`src/rtl/read_control_mc.sv`:
```
// Multi-channel ring-buffer read sequencer: replays each queued package's address
// window once per enabled channel and emits read-latency-aligned qualifiers.
module read_control_mc #(
    parameter int N_CH   = 16,
    parameter int CH_W   = 4,
    parameter int ADDR_W = 15,
    parameter int LEN_W  = 10,
    parameter int Q_W    = 6,
    parameter int RD_LAT = 2
) (
    input  logic              clk,
    input  logic              live_rising,
    input  logic              read_start,
    input  logic [LEN_W-1:0]  HALF_PACKAGE_LENGTH,
    input  logic [ADDR_W-1:0] MEMORY_DEPTH,
    input  logic [N_CH-1:0]   ch_mask,
    output logic              ren,
    output logic [ADDR_W-1:0] raddr,
    output logic [CH_W-1:0]   input_id,
    output logic              rvalid,
    output logic [CH_W-1:0]   rid,
    output logic              rlast,
    output logic              pkg_done,
    output logic [Q_W-1:0]    n_mem_queue,
    output logic              queue_overflow,
    output logic              busy
);

    localparam int SUM_W = ADDR_W + 1;

    typedef enum logic [1:0] {S_IDLE, S_LOAD, S_READ, S_DONE} state_t;

    state_t            r_state, w_stateNext;
    logic [LEN_W-1:0]  r_len, w_lenNext;
    logic [LEN_W-1:0]  r_cnt, w_cntNext;
    logic [N_CH-1:0]   r_mask, w_maskNext;
    logic [ADDR_W-1:0] r_initAddr, w_initAddrNext;
    logic [ADDR_W-1:0] r_raddr, w_raddrNext;
    logic [CH_W-1:0]   r_inputId, w_inputIdNext;
    logic [Q_W-1:0]    r_queue, w_queueNext;
    logic              r_overflow, w_overflowNext;

    logic              w_ren, w_done, w_lastWord, w_rlastNow;
    logic [ADDR_W-1:0] w_raddrInc, w_initAdv;
    logic [SUM_W-1:0]  w_sum, w_depthExt;
    logic              w_loadFound, w_nextFound;
    logic [CH_W-1:0]   w_loadId, w_nextId;

    assign w_ren      = (r_state == S_READ);
    assign w_done     = (r_state == S_DONE);
    assign w_lastWord = (r_cnt == r_len - LEN_W'(1));
    assign w_rlastNow = w_ren && w_lastWord;
    assign w_raddrInc = (r_raddr == MEMORY_DEPTH - ADDR_W'(1)) ? '0 : r_raddr + ADDR_W'(1);
    assign w_depthExt = {1'b0, MEMORY_DEPTH};
    assign w_sum      = {1'b0, r_initAddr} + SUM_W'(r_len);
    assign w_initAdv  = (w_sum >= w_depthExt) ? ADDR_W'(w_sum - w_depthExt) : ADDR_W'(w_sum);

    // Descending scans leave the lowest qualifying channel in the result.
    always_comb begin
        w_loadFound = 1'b0;
        w_loadId    = '0;
        w_nextFound = 1'b0;
        w_nextId    = '0;
        for (int i = N_CH - 1; i >= 0; i--) begin
            if (ch_mask[i]) begin
                w_loadFound = 1'b1;
                w_loadId    = CH_W'(i);
            end
            if (r_mask[i] && (i > int'(r_inputId))) begin
                w_nextFound = 1'b1;
                w_nextId    = CH_W'(i);
            end
        end
    end

    always_comb begin
        w_stateNext    = r_state;
        w_lenNext      = r_len;
        w_cntNext      = r_cnt;
        w_maskNext     = r_mask;
        w_initAddrNext = r_initAddr;
        w_raddrNext    = r_raddr;
        w_inputIdNext  = r_inputId;
        case (r_state)
            S_IDLE: begin
                if (r_queue != '0) w_stateNext = S_LOAD;
            end
            S_LOAD: begin
                w_lenNext  = HALF_PACKAGE_LENGTH;
                w_maskNext = ch_mask;
                if ((HALF_PACKAGE_LENGTH == '0) || !w_loadFound) begin
                    w_stateNext = S_DONE;
                end else begin
                    w_inputIdNext = w_loadId;
                    w_raddrNext   = r_initAddr;
                    w_cntNext     = '0;
                    w_stateNext   = S_READ;
                end
            end
            S_READ: begin
                if (!w_lastWord) begin
                    w_cntNext   = r_cnt + LEN_W'(1);
                    w_raddrNext = w_raddrInc;
                end else if (w_nextFound) begin
                    w_inputIdNext = w_nextId;
                    w_raddrNext   = r_initAddr;
                    w_cntNext     = '0;
                end else begin
                    w_stateNext = S_DONE;
                end
            end
            S_DONE: begin
                w_initAddrNext = w_initAdv;
                // A start landing in DONE cancels the decrement, so the queue stays non-empty.
                if (read_start || (r_queue > Q_W'(1))) w_stateNext = S_LOAD;
                else                                  w_stateNext = S_IDLE;
            end
            default: w_stateNext = S_IDLE;
        endcase
    end

    always_comb begin
        w_queueNext    = r_queue;
        w_overflowNext = r_overflow;
        if (read_start && !w_done) begin
            if (&r_queue) w_overflowNext = 1'b1;
            else          w_queueNext    = r_queue + Q_W'(1);
        end else if (w_done && !read_start) begin
            w_queueNext = r_queue - Q_W'(1);
        end
    end

    always_ff @(posedge clk) begin
        if (live_rising) begin
            r_state    <= S_IDLE;
            r_len      <= '0;
            r_cnt      <= '0;
            r_mask     <= '0;
            r_initAddr <= '0;
            r_raddr    <= '0;
            r_inputId  <= '0;
            r_queue    <= '0;
            r_overflow <= 1'b0;
        end else begin
            r_state    <= w_stateNext;
            r_len      <= w_lenNext;
            r_cnt      <= w_cntNext;
            r_mask     <= w_maskNext;
            r_initAddr <= w_initAddrNext;
            r_raddr    <= w_raddrNext;
            r_inputId  <= w_inputIdNext;
            r_queue    <= w_queueNext;
            r_overflow <= w_overflowNext;
        end
    end

    assign ren            = w_ren;
    assign raddr          = r_raddr;
    assign input_id       = r_inputId;
    assign pkg_done       = w_done;
    assign n_mem_queue    = r_queue;
    assign queue_overflow = r_overflow;
    assign busy           = (r_state != S_IDLE);

    generate
        if (RD_LAT == 0) begin : g_noDelay
            assign rvalid = w_ren;
            assign rid    = r_inputId;
            assign rlast  = w_rlastNow;
        end else begin : g_delay
            logic [RD_LAT-1:0] r_validPipe;
            logic [RD_LAT-1:0] r_lastPipe;
            logic [CH_W-1:0]   r_idPipe [RD_LAT];

            always_ff @(posedge clk) begin
                if (live_rising) begin
                    r_validPipe <= '0;
                    r_lastPipe  <= '0;
                    for (int i = 0; i < RD_LAT; i++) r_idPipe[i] <= '0;
                end else begin
                    r_validPipe[0] <= w_ren;
                    r_lastPipe[0]  <= w_rlastNow;
                    r_idPipe[0]    <= r_inputId;
                    for (int i = 1; i < RD_LAT; i++) begin
                        r_validPipe[i] <= r_validPipe[i-1];
                        r_lastPipe[i]  <= r_lastPipe[i-1];
                        r_idPipe[i]    <= r_idPipe[i-1];
                    end
                end
            end

            assign rvalid = r_validPipe[RD_LAT-1];
            assign rid    = r_idPipe[RD_LAT-1];
            assign rlast  = r_lastPipe[RD_LAT-1];
        end
    endgenerate

endmodule

```
`config.mk`:
```
export PLATFORM = sky130hd
export DESIGN_NAME = read_control_mc
export DESIGN_NICKNAME = d
export VERILOG_FILES = /design/src/rtl/read_control_mc.sv
export SDC_FILE = /design/constraint.sdc
export NUM_CORES = 1
export LEC_CHECK = 0
export BUFFER_PORTS_ARGS = -buffer_cell sky130_fd_sc_hd__clkbuf_2
export CORE_MARGIN = 5
export CORE_UTILIZATION = 60
export DETAILED_ROUTE_END_ITERATION = 8
export PLACE_DENSITY = 0.82
export SYNTH_ARGS = -nofsm -noshare
export SYNTH_HDL_FRONTEND = slang
export SYNTH_SLANG_ARGS = --single-unit
```
`constraint.sdc`:
```
create_clock -name clk -period 5.5 [get_ports clk]
set_input_delay 0.825 -clock clk [delete_from_list [all_inputs] [get_ports clk]]
set_output_delay 0.825 -clock clk [all_outputs]
set_load 0.01 [all_outputs]
```
==> metrics, run 1 <==
synth-to-layout area growth=10.93%; top post-synthesis cells by area=dfxtp_1 27%, ha_1 7.0%, nor2_1 6.4%, mux2i_1 5.8%, xnor2_1 4.8%; IO buf count=78; Hold Crit Class=reg2reg; Die W=116.2 um; router iterations before antenna repair=5; Sink Count=90; synthesized area per cell=7.833 sq um; pre-CTS setup slack=0.7930 ns; largest net degree at the start of global routing=81; # setup viols final=0; hold_sp=g_delay.r_validPipe[0]; Layout Nets=1002; vias in the first global route=5869; number of cell rows=38; CTS H-tree lvls=3; WS Path Type=reg2reg; run status=finished clean; RePlAce Congestion=0.9727; drt total wl=18220 um; synth unique cells=79; Main synth FF type=dfxtp_1; Remaining DRCs=0; simple-gate share of the synthesized area=24.83%; Crit. End Element=flop; # IOs=79; dpl hpwl=13480 um; main combinational cell family by area after synthesis=simple AND/OR/NAND/NOR gates; FF+latch count, synth=90; synthesized net count=948; Period minus WS final=4.795 ns; CTS max path bufs=2; total chip power=3.078 mW; RSZ-0062 raised after global routing=no; worst clock skew=0.006111 ns; Worst Hold Slack=0.4340 ns; CTS root buffer=clkbuf_16; multiplexer share of the synthesized area=6.101%; Core Region=0.01094 sq mm; gr ovfl total=0; Setup WS post-layout=0.7048 ns; worst r2r src=r_len[0]; Hold-fix buffers, CTS=0; Post-CTS Setup Inserts=0; post-synthesis cell area=0.006768 sq mm; wire per inst=17.14 um; PD cells=410.0 mW/mm^2; LEAKAGE=3.018 nW; Rel. slew slack=35.44%; vias per cell=6.321; WP data arrival=5.06 ns; CP max FO=13; register area share after synthesis=26.62%; vias after detailed routing=6719; CTS resizes=0; fraction of registers with async set or reset after synthesis=0%; synth warn=0; Antenna Nets Post-Route=0; highest-count cells in the layout ignoring fill and taps=116 x nor2_1, 90 x dfxtp_1, 78 x clkbuf_2; Synth Area in Compound Gates=21.85%; Worst Setup SP=r_len[0]; TritonCTS Buffers=9; initial antenna violation count=0; Adder-Cell Fraction of Synth Area=7.617%; Final Hold Fails=0; Total GRT Usage=27.09%; XOR/XNOR Fraction of Synth Area=7.765%; Final Max Slew Viols=0; Mapped Cells=864; Worst VDD drop=0.0002852 V; Worst Path Required=5.77 ns; highest clock rate=0.2085 GHz; Initial Util=61.89%; # diodes=0; fin crit share=87.19%; Util after Layout=68.65%; commonest non-fill, non-tap cell in the layout=nor2_1; Worst Tran Pin Value=0.9664 ns; Iter 0 DRT Violations=635; worst skew pair latency=0.35 ns; setup TNS=0 ns; Yosys top cell area share=26.62%; Die H=116.2 um; first-pass GRT wire length=29370 um; max cap viols=0; area leader, netlist=dfxtp_1; CTS tree=done; number of synthesized flops with an enable pin=0; full die area=0.01350 sq mm; clock-pin slew on the worst setup and hold paths=0.07 ns; layout cells sized above 1=13.98%; CP Launch Type=flop
==> cell families after synthesis <==
| family | Yosys count |
|---|---|
| AOI/OAI and AO/OA | 218 |
| xor gates and xnor gates | 60 |
| adders and majority gates | 40 |
| buffers and inverters | 86 |
| DFF | 90 |
| muxes | 41 |
| and+or+nand+nor | 329 |
==> per-stage QoR <==
stage               std cells  instance area (sq um)
CTS                      1063                   7507
global route             1063                   7507
detailed placement       1047                   7202
floorplan                 864                   6768
finish                   1063                   7507
global placement         1047                   7202
==> worst paths after layout <==
check                           slack [ns]  depth (start not counted)                      to
worst max register to register        0.70                         17           r_initAddr[0]
worst min-delay path                  0.43                          1  g_delay.r_validPipe[1]
worst min register to register        0.43                          1  g_delay.r_validPipe[1]
worst max-delay path                  0.70                         17           r_initAddr[0]
==> where the power goes <==
part	total, mW	leakage (nW)	internal, mW	switching [mW]
Sequential	0.942	0.732	0.768	0.174
Clock	0.641	0.148	0.368	0.273
Combinational	1.49	2.14	0.615	0.880
==> registers in the layout, indices dropped and copies added, names as in the netlist <==
signal               count
n_mem_queue              6
raddr                   15
g_delay.r_lastPipe       2
queue_overflow           1
r_len                   10
input_id                 4
r_initAddr              15
r_state                  2
r_mask                  15
r_cnt                   10
g_delay.r_idPipe         8
g_delay.r_validPipe      2
==> layout make-up <==
type / count / area, sq um
clock buffer: 11 / 242.7
timing repair buffer: 86 / 450.4
multi-input combinational: 688 / 4613
inverter: 43 / 161.4
clock inverter: 5 / 62.56
fill: 952 / 3428
sequential: 90 / 1802
tap: 140 / 175.2
==> cells in the mapped netlist, drive strengths merged, types with 9 or more instances <==
cell and number:
a211oi 25, inv 43, nor2b 18, a31oi 14
buf 16, clkbuf 27, o21ai 37, o21a 12
nand2 52, mux2i 39, nand4 14, dfxtp 90
xnor2 37, nor4 16, xor2 23, nand3 26
or2 9, nor2 117, ha 38, a21oi 49
nor3 29
==> metal layers <==
metal	part of all wire, %	track usage (%)	wire (um)
met4	1.7	8.043	307
met5	0	0	0
met2	46	43.00	8321
met1	45	37.88	8156
met3	7.9	4.663	1435
==> critical path, stage by stage, from the launching register on <==
cell,delay (ns)
dfxtp_1,0.36
ha_1,0.26
fa_1,0.41
a21oi_1,0.21
o211ai_1,0.14
o41ai_1,0.48
o21a_1,0.34
nor2_1,0.09
xor2_1,0.20
ha_1,0.31
or2_2,0.29
a21oi_1,0.14
a31oi_1,0.08
o21ai_1,0.15
buf_4,0.17
nand2_1,0.42
mux2_2,0.44
a211oi_1,0.21
No activity file was read; power rests on OpenSTA's default activity.
==> inputs of run 2 (changes only) <==
Settings changed: PLACE_DENSITY 0.82 to 0.93.
==> run 2 against run 1 <==
Fmax rose by 2.0%. Clock skew increased by 0.0018 ns. First-iteration DRC count is 17% higher. Worst hold slack gained 0.0023 ns. Die area unchanged. Count of clock-buffer cells in the layout is 1 lower. Cell area down 0.37%. Sequential share of layout area grew 0.088 points. Critical endpoint unchanged. Via count up 1.8%. Utilization is 0.25 points lower. Combinational power hardly changed.
==> metrics, run 2 (synthesis gave the netlist of run 1 again) <==
run status=finished clean (unchanged); worst clock skew=0.007934 ns (was 0.006111 ns); clock-pin slew on the worst setup and hold paths=0.07 ns (about the same); wire per inst=17.42 um (was 17.14 um); Setup WS post-layout=0.8002 ns (was 0.7048 ns); Final Hold Fails=0 (unchanged); CP max FO=13 (unchanged); Net Sw Power=1.337 mW (was 1.327 mW); register share of total power=31.1% (was 30.6%); layout cells sized above 1=13.88% (was 13.98%); Remaining DRCs=0 (unchanged); vias in the first global route=6316 (was 5869); Iter 0 DRT Violations=740 (was 635); full die area=0.01350 sq mm (unchanged); Die W=116.2 um (unchanged); first-pass GRT wire length=30160 um (was 29370 um); commonest non-fill, non-tap cell in the layout=nor2_1 (unchanged); RePlAce Congestion=0.9770 (was 0.9727); Worst VDD drop=0.0002535 V (was 0.0002852 V); Total GRT Usage=27.48% (was 27.09%); TritonCTS Buffers=9 (unchanged); synth-to-layout area growth=10.52% (was 10.93%); largest net degree at the start of global routing=81 (unchanged); router iterations before antenna repair=6 (was 5); Layout Nets=1001 (was 1002); Power Internal=1.698 mW (was 1.751 mW); # diodes=0 (unchanged); vias after detailed routing=6839 (was 6719); CTS resizes=0 (unchanged); CTS tree=done (unchanged); RSZ-0062 raised after global routing=no (unchanged); Net Sw Frac=44.06% (was 43.12%); CTS max path bufs=2 (unchanged); Comb pwr share=48.8% (was 48.6%); PD cells=405.8 mW/mm^2 (was 410.0 mW/mm^2); Period minus WS final=4.700 ns (was 4.795 ns); highest clock rate=0.2128 GHz (was 0.2085 GHz); initial antenna violation count=0 (unchanged); CTS H-tree lvls=3 (unchanged); FILL cells=857 (was 952); WS Path Type=reg2reg (unchanged); Worst Tran Pin Value=0.9534 ns (was 0.9664 ns); vias per cell=6.440 (was 6.321); Sink Count=90 (unchanged); Util after Layout=68.40% (was 68.65%); pre-CTS setup slack=0.8599 ns (was 0.7930 ns); Clock power frac=20.1% (was 20.8%); max cap viols=0 (unchanged); Post-CTS Setup Inserts=0 (unchanged); Antenna Nets Post-Route=0 (unchanged); CTS root buffer=clkbuf_16 (unchanged); total chip power=3.036 mW (was 3.078 mW); # setup viols final=0 (unchanged); Die H=116.2 um (unchanged); dpl hpwl=13670 um (was 13480 um); WP data arrival=4.97 ns (was 5.06 ns); drt total wl=18500 um (was 18220 um); CP Launch Type=flop (unchanged); fin crit share=85.45% (was 87.19%); Core Region=0.01094 sq mm (unchanged); worst skew pair latency=0.36 ns (was 0.35 ns); setup TNS=0 ns (unchanged); Rel. slew slack=36.30% (was 35.44%); Final Max Slew Viols=0 (unchanged); Worst Hold Slack=0.4364 ns (was 0.4340 ns); Worst Path Required=5.77 ns (about the same); Initial Util=61.89% (unchanged); Hold Crit Class=reg2reg (unchanged); highest-count cells in the layout ignoring fill and taps=116 x nor2_1, 90 x dfxtp_1, 78 x clkbuf_2 (unchanged); LEAKAGE=3.002 nW (was 3.018 nW); number of cell rows=38 (unchanged); Hold-fix buffers, CTS=0 (unchanged); gr ovfl total=0 (unchanged); Crit. End Element=flop (unchanged); # IOs=79 (unchanged); IO buf count=78 (unchanged)
-- run 2: critical path, stage by stage, from the launching register on --
cell and delay, ns:
dfxtp_1 0.36, ha_1 0.26, fa_1 0.40, a21oi_1 0.21, o211ai_1 0.14, o41ai_1 0.47
o21a_1 0.34, nor2_1 0.09, xor2_1 0.16, ha_1 0.33, or2_2 0.28, a21oi_1 0.16
a31oi_1 0.10, o21ai_1 0.20, nand2_1 0.42, mux2_2 0.43, a211oi_1 0.23
-- run 2: metrics by stage --
stage,instances,area (sq um)
2_1_floorplan,864,6768
3_3_place_gp,1046,7194
3_5_place_dp,1046,7194
4_1_cts,1062,7480
5_1_grt,1062,7480
6_report,1062,7480
-- run 2: metal layers --
metal  track usage [%]  up-vias  share of wire (%)
met5                 0        -                  0
met4             11.21        0                3.1
met3             4.508       53                 10
met2             44.04      382                 45
met1             36.91     3132                 42
li1                  -     3272                  -
-- run 2: power groups by stage --
stage               Combinational (mW)  Clock, mW  Sequential (mW)
finish                            1.48      0.609            0.945
global route                      1.63      0.642            0.960
CTS                               1.45      0.608            0.937
detailed placement                1.44          0            0.950
global placement                  1.40          0            0.946
floorplan                         1.14          0            0.896
-- run 2: layout make-up --
| cell class | count | area, sq um | area share (%) |
|---|---|---|---|
| tap | 140 | 175.2 | 2.342 |
| inverter | 43 | 161.4 | 2.158 |
| multi-input combinational | 688 | 4613 | 61.68 |
| clock inverter | 6 | 56.30 | 0.7528 |
| timing repair buffer | 85 | 442.9 | 5.922 |
| sequential | 90 | 1802 | 24.09 |
| clock buffer | 10 | 229.0 | 3.061 |
-- run 2: final timing paths --
path	endpoint	depth (start not counted)	startpoint	slack [ns]
worst max-delay path	r_initAddr[0]	16	r_len[0]	0.80
worst min-delay path	g_delay.r_idPipe[0][4]	1	g_delay.r_idPipe[0][0]	0.44
worst max register to register	r_initAddr[0]	16	r_len[0]	0.80
worst min register to register	g_delay.r_idPipe[0][4]	1	g_delay.r_idPipe[0][0]	0.44
